**config.mk**
```make
export PLATFORM = sky130hd
export DESIGN_NAME = note_tone_generator_flat
export DESIGN_NICKNAME = d
export VERILOG_FILES = /design/src/rtl/piano_pkg.sv /design/src/rtl/note_tone_generator_if.sv /design/src/rtl/note_period_rom.sv /design/src/rtl/note_tone_generator.sv /design/src/flat_wrapper.sv
export SDC_FILE = /design/constraint.sdc
export NUM_CORES = 1
export LEC_CHECK = 0
export ABC_AREA = 1
export CELL_PAD_IN_SITES_DETAIL_PLACEMENT = 1
export CELL_PAD_IN_SITES_GLOBAL_PLACEMENT = 1
export CORE_MARGIN = 1
export CORE_UTILIZATION = 37
export DETAILED_ROUTE_END_ITERATION = 10
export PLACE_DENSITY = 0.76
export REMOVE_ABC_BUFFERS = 1
export SKIP_CTS_REPAIR_TIMING = 1
export SLEW_MARGIN = 5
export SYNTH_ARGS = -nofsm -noshare
export SYNTH_HDL_FRONTEND = slang
export SYNTH_SLANG_ARGS = --single-unit
```
**constraint.sdc**
```tcl
create_clock -name Clock -period 1.6 [get_ports Clock]
set_clock_uncertainty 0.1 [all_clocks]
set_input_delay 0.24 -clock Clock [delete_from_list [all_inputs] [get_ports Clock]]
set_output_delay 0.24 -clock Clock [all_outputs]
set_load 0.05 [all_outputs]
```
**src/rtl/piano_pkg.sv**
```systemverilog
// Shared constants and types for the note player: note codes, widths and FSM states.
package piano_pkg;

    localparam int unsigned TICK_HZ = 44130;
    localparam int unsigned CODE_W  = 6;
    localparam int unsigned HALF_W  = 8;

    localparam logic [CODE_W-1:0] NOTE_REST = 6'd0;
    localparam logic [CODE_W-1:0] NOTE_C3   = 6'd1;
    localparam logic [CODE_W-1:0] NOTE_A4   = 6'd22;
    localparam logic [CODE_W-1:0] NOTE_B6   = 6'd48;

    typedef enum logic {
        IDLE = 1'b0,
        PLAY = 1'b1
    } state_t;

endpackage : piano_pkg

```
**src/rtl/note_tone_generator_if.sv**
```systemverilog
// Note request handshake from the sequencer (master) to the tone generator (slave).
interface note_tone_generator_if
    import piano_pkg::*;
#(
    parameter int unsigned DUR_W = 16
) ();

    logic              NoteValid;
    logic              NoteReady;
    logic [CODE_W-1:0] NoteCode;
    logic [DUR_W-1:0]  NoteDuration;

    modport master (
        output NoteValid,
        output NoteCode,
        output NoteDuration,
        input  NoteReady
    );

    modport slave (
        input  NoteValid,
        input  NoteCode,
        input  NoteDuration,
        output NoteReady
    );

endinterface : note_tone_generator_if

```
**src/rtl/note_period_rom.sv**
```systemverilog
// Semitone code to square-wave half period in sample ticks; codes outside C3..B6 are rests (0).
module note_period_rom
    import piano_pkg::*;
(
    input  logic [CODE_W-1:0] code_i,
    output logic [HALF_W-1:0] half_c
);

    // round(TICK_HZ / (2 * 440 * 2^((n-22)/12)))
    always_comb begin
        half_c = '0;
        case (code_i)
            NOTE_REST: half_c = 8'd0;
            NOTE_C3:   half_c = 8'd169;
            6'd2:      half_c = 8'd159;
            6'd3:      half_c = 8'd150;
            6'd4:      half_c = 8'd142;
            6'd5:      half_c = 8'd134;
            6'd6:      half_c = 8'd126;
            6'd7:      half_c = 8'd119;
            6'd8:      half_c = 8'd113;
            6'd9:      half_c = 8'd106;
            6'd10:     half_c = 8'd100;
            6'd11:     half_c = 8'd95;
            6'd12:     half_c = 8'd89;
            6'd13:     half_c = 8'd84;
            6'd14:     half_c = 8'd80;
            6'd15:     half_c = 8'd75;
            6'd16:     half_c = 8'd71;
            6'd17:     half_c = 8'd67;
            6'd18:     half_c = 8'd63;
            6'd19:     half_c = 8'd60;
            6'd20:     half_c = 8'd56;
            6'd21:     half_c = 8'd53;
            NOTE_A4:   half_c = 8'd50;
            6'd23:     half_c = 8'd47;
            6'd24:     half_c = 8'd45;
            6'd25:     half_c = 8'd42;
            6'd26:     half_c = 8'd40;
            6'd27:     half_c = 8'd38;
            6'd28:     half_c = 8'd35;
            6'd29:     half_c = 8'd33;
            6'd30:     half_c = 8'd32;
            6'd31:     half_c = 8'd30;
            6'd32:     half_c = 8'd28;
            6'd33:     half_c = 8'd27;
            6'd34:     half_c = 8'd25;
            6'd35:     half_c = 8'd24;
            6'd36:     half_c = 8'd22;
            6'd37:     half_c = 8'd21;
            6'd38:     half_c = 8'd20;
            6'd39:     half_c = 8'd19;
            6'd40:     half_c = 8'd18;
            6'd41:     half_c = 8'd17;
            6'd42:     half_c = 8'd16;
            6'd43:     half_c = 8'd15;
            6'd44:     half_c = 8'd14;
            6'd45:     half_c = 8'd13;
            6'd46:     half_c = 8'd13;
            6'd47:     half_c = 8'd12;
            NOTE_B6:   half_c = 8'd11;
            default:   half_c = 8'd0;
        endcase
    end

endmodule : note_period_rom

```
**src/rtl/note_tone_generator.sv**
```systemverilog
// Plays one note at a time as a 1-bit square wave, timed in sample ticks derived from SampleClk.
module note_tone_generator
    import piano_pkg::*;
#(
    parameter int unsigned DUR_W = 16
) (
    input  logic                  Clock,
    input  logic                  Reset,
    input  logic                  SampleClk,
    note_tone_generator_if.slave  note,
    input  logic                  Stop,
    output logic                  AudioOut,
    output logic                  Busy,
    output logic                  NoteDone
);

    state_t             state_q, state_d;
    logic               sample_clk_q;
    logic [DUR_W-1:0]   dur_cnt_q, dur_cnt_d;
    logic [HALF_W-1:0]  half_cnt_q, half_cnt_d;
    logic [HALF_W-1:0]  half_q, half_d;
    logic               audio_q, audio_d;
    logic               done_q, done_d;
    logic               ready_q, ready_d;
    logic               busy_q, busy_d;

    logic               tick_c;
    logic               accept_c;
    logic [HALF_W-1:0]  rom_half_c;

    note_period_rom u_rom (
        .code_i (note.NoteCode),
        .half_c (rom_half_c)
    );

    assign tick_c   = SampleClk & ~sample_clk_q;
    assign accept_c = note.NoteValid & ready_q;

    // State and datapath registers
    always_ff @(posedge Clock or posedge Reset) begin
        if (Reset) begin
            state_q      <= IDLE;
            sample_clk_q <= 1'b0;
            dur_cnt_q    <= '0;
            half_cnt_q   <= '0;
            half_q       <= '0;
            audio_q      <= 1'b0;
            done_q       <= 1'b0;
            ready_q      <= 1'b1;
            busy_q       <= 1'b0;
        end else begin
            state_q      <= state_d;
            sample_clk_q <= SampleClk;
            dur_cnt_q    <= dur_cnt_d;
            half_cnt_q   <= half_cnt_d;
            half_q       <= half_d;
            audio_q      <= audio_d;
            done_q       <= done_d;
            ready_q      <= ready_d;
            busy_q       <= busy_d;
        end
    end

    // Next-state: accept, tick counting, note end and abort
    always_comb begin
        state_d    = state_q;
        dur_cnt_d  = dur_cnt_q;
        half_cnt_d = half_cnt_q;
        half_d     = half_q;
        audio_d    = audio_q;
        done_d     = 1'b0;

        case (state_q)
            IDLE: begin
                if (accept_c) begin
                    half_d = rom_half_c;
                    if (note.NoteDuration == '0) begin
                        done_d = 1'b1;
                    end else begin
                        state_d    = PLAY;
                        dur_cnt_d  = note.NoteDuration;
                        half_cnt_d = rom_half_c;
                        audio_d    = 1'b0;
                    end
                end
            end
            PLAY: begin
                if (Stop) begin
                    state_d = IDLE;
                    audio_d = 1'b0;
                end else if (tick_c) begin
                    if (dur_cnt_q == DUR_W'(1)) begin
                        state_d   = IDLE;
                        dur_cnt_d = '0;
                        audio_d   = 1'b0;
                        done_d    = 1'b1;
                    end else begin
                        dur_cnt_d = dur_cnt_q - DUR_W'(1);
                        // A zero half period marks a rest: the output never toggles
                        if (half_q != '0) begin
                            if (half_cnt_q == HALF_W'(1)) begin
                                half_cnt_d = half_q;
                                audio_d    = ~audio_q;
                            end else begin
                                half_cnt_d = half_cnt_q - HALF_W'(1);
                            end
                        end
                    end
                end
            end
            default: begin
                state_d = IDLE;
                audio_d = 1'b0;
            end
        endcase

        // Ready is held off during the NoteDone cycle so the next note starts after it
        ready_d = (state_d == IDLE) & ~done_d;
        busy_d  = (state_d == PLAY);
    end

    assign note.NoteReady = ready_q;
    assign AudioOut       = audio_q;
    assign Busy           = busy_q;
    assign NoteDone       = done_q;

endmodule : note_tone_generator

```
**src/flat_wrapper.sv**
```systemverilog
// flat-port wrapper written by rule: the top's interface ports become plain ports
module note_tone_generator_flat import piano_pkg::*;
#(
    parameter int unsigned DUR_W = 16
)
  (Clock, Reset, SampleClk, Stop, AudioOut, Busy, NoteDone, note_NoteValid, note_NoteCode, note_NoteDuration, note_NoteReady);
  note_tone_generator_if #(.DUR_W(DUR_W)) note_i ();
  input  logic Clock;
  input  logic Reset;
  input  logic SampleClk;
  input  logic Stop;
  output logic AudioOut;
  output logic Busy;
  output logic NoteDone;
  input wire logic [$bits(note_i.NoteValid)-1:0] note_NoteValid;
  input wire logic [$bits(note_i.NoteCode)-1:0] note_NoteCode;
  input wire logic [$bits(note_i.NoteDuration)-1:0] note_NoteDuration;
  output wire logic [$bits(note_i.NoteReady)-1:0] note_NoteReady;
  assign note_i.NoteValid = note_NoteValid;
  assign note_i.NoteCode = note_NoteCode;
  assign note_i.NoteDuration = note_NoteDuration;
  assign note_NoteReady = note_i.NoteReady;
  note_tone_generator #(.DUR_W(DUR_W)) u_core (.Clock(Clock), .Reset(Reset), .SampleClk(SampleClk), .note(note_i), .Stop(Stop), .AudioOut(AudioOut), .Busy(Busy), .NoteDone(NoteDone));
endmodule
```
==> flow_metrics.env <==
export IMPL_highest_achievable_clock_rate_mhz=561.1
export IMPL_cp_data_arrival_time_ns=1.89
export IMPL_synth_main_ff_cell="sky130_fd_sc_hd__dfrtp_1"
export IMPL_numCtsBuffers=5
export IMPL_route_vias_total=3780
export IMPL_via_count_of_the_first_global_routing_pass=3541
export IMPL_crit_fanout=3
export IMPL_routed_via_count_divided_by_cell_count=5.385
export IMPL_cpMostUsedCell="sky130_fd_sc_hd__nand2_1"
export IMPL_area_growth_synth_to_finish_pct=50.20
export IMPL_power_leakage_nw=2.451
export IMPL_fraction_of_power_spent_switching_nets_pct=50.31
export IMPL_fin_util_pct=57.23
export IMPL_detail_route_wl_per_cell_um=18.68
export IMPL_timing_final_crit_share_pct=111.4
export IMPL_required_ns=1.70
export IMPL_wl_um=13110
export IMPL_pwr_share_seq_pct=25.0
export IMPL_max_slew_margin_pct=70.89
export IMPL_cp_top_family="simple AND/OR/NAND/NOR gates"
export IMPL_worstMarginPinSlew_ns=0.4351
export IMPL_synth_sequential_area_ratio_pct=29.62
export IMPL_timing_critical_path_buf_inv=1
export IMPL_worst_hold_class="input pin to async pin"
export IMPL_switching_power_w=0.003720
export IMPL_timing_critical_path_from_type="register"
export IMPL_synth_mux_area_fraction_pct=0
export IMPL_n_antenna_cell=0
export IMPL_floorplan_die_height_um=93.98
export IMPL_synth_cells=488
export IMPL_grt_setup_unrepaired="yes"
export IMPL_synth_top_area_cell="sky130_fd_sc_hd__dfrtp_1"
export IMPL_finalWorstSetupSlack_ns=-0.1824
export IMPL_max_cap_violations=0
export IMPL_cts_sink_count=37
export IMPL_io_pins=31
export IMPL_critPathMaxStageDelay_ns=0.44
export IMPL_layout_drive_gt1_share_pct=34.67
export IMPL_path_clk_slew_ns=0.09
export IMPL_postSynthRegisterBits=37
export IMPL_syn_area_sq_mm=0.003131
export IMPL_nNetsFinal=633
export IMPL_synth_top_family_by_area="simple AND/OR/NAND/NOR gates"
export IMPL_antenna_found_initial=0
export IMPL_layout_filler_cells=1047
export IMPL_critPathSlowestCell="sky130_fd_sc_hd__dfrtp_1"
export IMPL_max_vdd_ir_drop_v=0.0009081
export IMPL_die_area_sq_mm=0.008832
export IMPL_clock_latency_ns=0.31
export IMPL_global_route_wire_length_before_repair_um=16790
export IMPL_setup_violations=21
export IMPL_yosys_warnings=0
export IMPL_synth_async_sr_flop_share_pct=100.0
export IMPL_largest_net_degree_at_the_start_of_global_routing=38
export IMPL_detail_route_first_pass_iterations=4
export IMPL_synth_xor_xnor_area_share_pct=2.518
export IMPL_synth_top_cell_area_share_pct=28.78
export IMPL_buffers_on_ports=30
export IMPL_row_count=33
export IMPL_violations="setup timing"
export IMPL_timing_setup_critical_path_class="register to register"
export IMPL_floorplan_die_width_um=93.98
export IMPL_pre_cts_ws_ns=-0.5328
export IMPL_synth_simple_area_share_pct=39.69
export IMPL_reg2reg_slack_ns=-0.18
export IMPL_timing_reg2reg_worst_path_depth=7
export IMPL_status="finished, violations left"
export IMPL_clk_path_buf_depth=2
export IMPL_design_power_total_w=0.007394
export IMPL_power_density_mw_per_mm2=1573
export IMPL_p_int_w=0.003674
export IMPL_core_area_sq_mm=0.008217
export IMPL_h_tree_depth=2
export IMPL_critical_path_depth=7
export IMPL_final_period_minus_worst_setup_slack_ns=1.782
export IMPL_hpwlAfterDp_um=7958
export IMPL_ant_nets=0
export IMPL_ctsRootBufferMaster="sky130_fd_sc_hd__clkbuf_8"
export IMPL_synth_edff_count=0
export IMPL_share_comb_of_total_power_pct=65.5
export IMPL_overflow=0
export IMPL_detail_route_iter0_violations=184
export IMPL_yosys_top_cells_area="sky130_fd_sc_hd__dfrtp_1, sky130_fd_sc_hd__nand2_1, sky130_fd_sc_hd__inv_1, sky130_fd_sc_hd__nor2_1, sky130_fd_sc_hd__nand3_1"
export IMPL_synth_compound_area_share_pct=13.63
export IMPL_synth_fa_ha_area_share_pct=3.997
export IMPL_post_synth_num_cell_types=34
export IMPL_drt_drc_violations_left=0
export IMPL_crit_path_cell_trace="nor2_1 > buf_4 > nand2_1 > nor3_1 > o21ai_0 > nand2_1 > nand2_1"
export IMPL_final_hold_viol_count=0
export IMPL_syn_avg_cell_area_sq_um=6.415
export IMPL_final_max_slew_viol_count=0
export IMPL_worst_setup_path_end_kind="register"
export IMPL_gp_congestion=0.8999
export IMPL_share_clk_of_total_power_pct=9.6
export IMPL_grt_usage_pct=24.26
export IMPL_floorplan_initialDensity_pct=38.10
export IMPL_cts_tree="built"
[power by group through the flow]
stage,registers [W],clock network (W),logic [W]
floorplan,0.00183,0,0.00200
global placement,0.00173,0,0.00362
detailed placement,0.00175,0,0.00377
CTS,0.00173,0.000692,0.00380
global route,0.00189,0.000742,0.00521
finish,0.00185,0.000707,0.00484
[cells in the mapped netlist (2+ instances only)]
master and count:
sky130_fd_sc_hd__nand2_4 3, sky130_fd_sc_hd__buf_6 5, sky130_fd_sc_hd__xor2_1 6, sky130_fd_sc_hd__o21ai_0 31
sky130_fd_sc_hd__o211ai_1 2, sky130_fd_sc_hd__nand3b_1 2, sky130_fd_sc_hd__buf_2 4, sky130_fd_sc_hd__ha_1 10
sky130_fd_sc_hd__inv_1 54, sky130_fd_sc_hd__nor2_4 3, sky130_fd_sc_hd__nand4_1 6, sky130_fd_sc_hd__buf_4 2
sky130_fd_sc_hd__nand3_1 36, sky130_fd_sc_hd__xnor2_1 3, sky130_fd_sc_hd__o21ai_1 13, sky130_fd_sc_hd__nor3_1 3
sky130_fd_sc_hd__nand2_1 152, sky130_fd_sc_hd__nor2_2 9, sky130_fd_sc_hd__nor2_1 49, sky130_fd_sc_hd__o21ai_2 3
sky130_fd_sc_hd__inv_2 6, sky130_fd_sc_hd__nand3_2 2, sky130_fd_sc_hd__nand2_2 10, sky130_fd_sc_hd__a21oi_1 26
sky130_fd_sc_hd__clkbuf_1 2, sky130_fd_sc_hd__o22ai_1 3, sky130_fd_sc_hd__dfrtp_1 36
[routing by layer]
layer | vias to the layer above | track usage [%] | routed length, um
li1 | 1765 | - | -
met5 | - | 0 | 0
met1 | 1887 | 34.17 | 5620
met3 | 30 | 2.427 | 490
met4 | 0 | 3.974 | 286
met2 | 98 | 40.57 | 6714
[cells by family after synthesis]
kind of cell             count (synthesis)
AND/OR/NAND/NOR                        278
AO/OA/AOI/OAI                           80
buffers and inverters                   74
flip-flops                              37
adder cells (fa/ha/maj)                 10
XOR/XNOR                                 9
[tightest hold or removal path, stage by stage]
cell and delay [ns]:
sky130_fd_sc_hd__clkdlybuf4s50_1 0.40, sky130_fd_sc_hd__inv_1 0.10, sky130_fd_sc_hd__buf_12 0.23
[layout make-up]
| class | count | area [sq um] | share of cell area, % |
|---|---|---|---|
| tap | 105 | 131.4 | 2.794 |
| clock buffer | 5 | 68.82 | 1.464 |
| inverter | 61 | 246.5 | 5.242 |
| sequential | 37 | 932.1 | 19.82 |
| timing repair buffer | 113 | 1097 | 23.34 |
| clock inverter | 3 | 17.52 | 0.3725 |
| multi-input combinational | 378 | 2208 | 46.97 |
[worst paths after layout]
check / start / end
setup / recovery: u_core.dur_cnt_q[6]$_DFFE_PP0P_ / u_core.dur_cnt_q[9]$_DFFE_PP0P_
hold / removal: Reset / u_core.dur_cnt_q[12]$_DFFE_PP0P_
setup reg to reg: u_core.dur_cnt_q[6]$_DFFE_PP0P_ / u_core.dur_cnt_q[9]$_DFFE_PP0P_
hold reg to reg: u_core.half_cnt_q[5]$_DFFE_PP0P_ / u_core.half_cnt_q[5]$_DFFE_PP0P_
max in group asynchronous: Reset / u_core.note.NoteReady$_DFF_PP1_
min in group Clock: note_NoteDuration[1] / u_core.dur_cnt_q[1]$_DFFE_PP0P_
[layout by cell type, fill, tap and decap left out, types with 3 or more instances in the layout]
master and count:
sky130_fd_sc_hd__clkbuf_8 5, sky130_fd_sc_hd__nor2_1 33, sky130_fd_sc_hd__nand2_2 18, sky130_fd_sc_hd__o21ai_0 18
sky130_fd_sc_hd__xor2_1 6, sky130_fd_sc_hd__nand3_2 5, sky130_fd_sc_hd__a21oi_1 23, sky130_fd_sc_hd__nand2_8 3
sky130_fd_sc_hd__buf_12 6, sky130_fd_sc_hd__ha_1 4, sky130_fd_sc_hd__clkdlybuf4s50_1 7, sky130_fd_sc_hd__o21ai_1 23
sky130_fd_sc_hd__nand2_4 8, sky130_fd_sc_hd__nand2_1 137, sky130_fd_sc_hd__buf_6 7, sky130_fd_sc_hd__xnor2_1 3
sky130_fd_sc_hd__o21ai_2 6, sky130_fd_sc_hd__dlymetal6s2s_1 19, sky130_fd_sc_hd__nand4_1 6, sky130_fd_sc_hd__ha_4 4
sky130_fd_sc_hd__inv_1 39, sky130_fd_sc_hd__dfrtp_2 4, sky130_fd_sc_hd__nand3_1 31, sky130_fd_sc_hd__buf_4 72
sky130_fd_sc_hd__a21oi_2 3, sky130_fd_sc_hd__nor2_4 12, sky130_fd_sc_hd__inv_2 18, sky130_fd_sc_hd__dfrtp_1 32
sky130_fd_sc_hd__nor2_2 16
[through the flow]
| step | TNS [ns] | cells | hold WS (ns) | area (sq um) |
|---|---|---|---|---|
| after floorplan | -23.57 | 475 | 0.1714 | 3032 |
| after global placement | -10.66 | 680 | 0.3978 | 4054 |
| after detailed placement | -13.18 | 680 | 0.4022 | 4054 |
| after CTS | -3.718 | 688 | 0.2162 | 4140 |
| after global routing | -3.180 | 702 | 0.2317 | 4702 |
| final | -1.474 | 702 | 0.1911 | 4702 |
[state kept, by name, indices dropped and copies added (netlist names)]
signal,cells
u_core.note.NoteReady,1
u_core.sample_clk_q,1
u_core.state_q,1
u_core.half_cnt_q,8
u_core.NoteDone,1
u_core.half_q,8
u_core.dur_cnt_q,16
u_core.AudioOut,1
(Power assumes the default switching activity.)
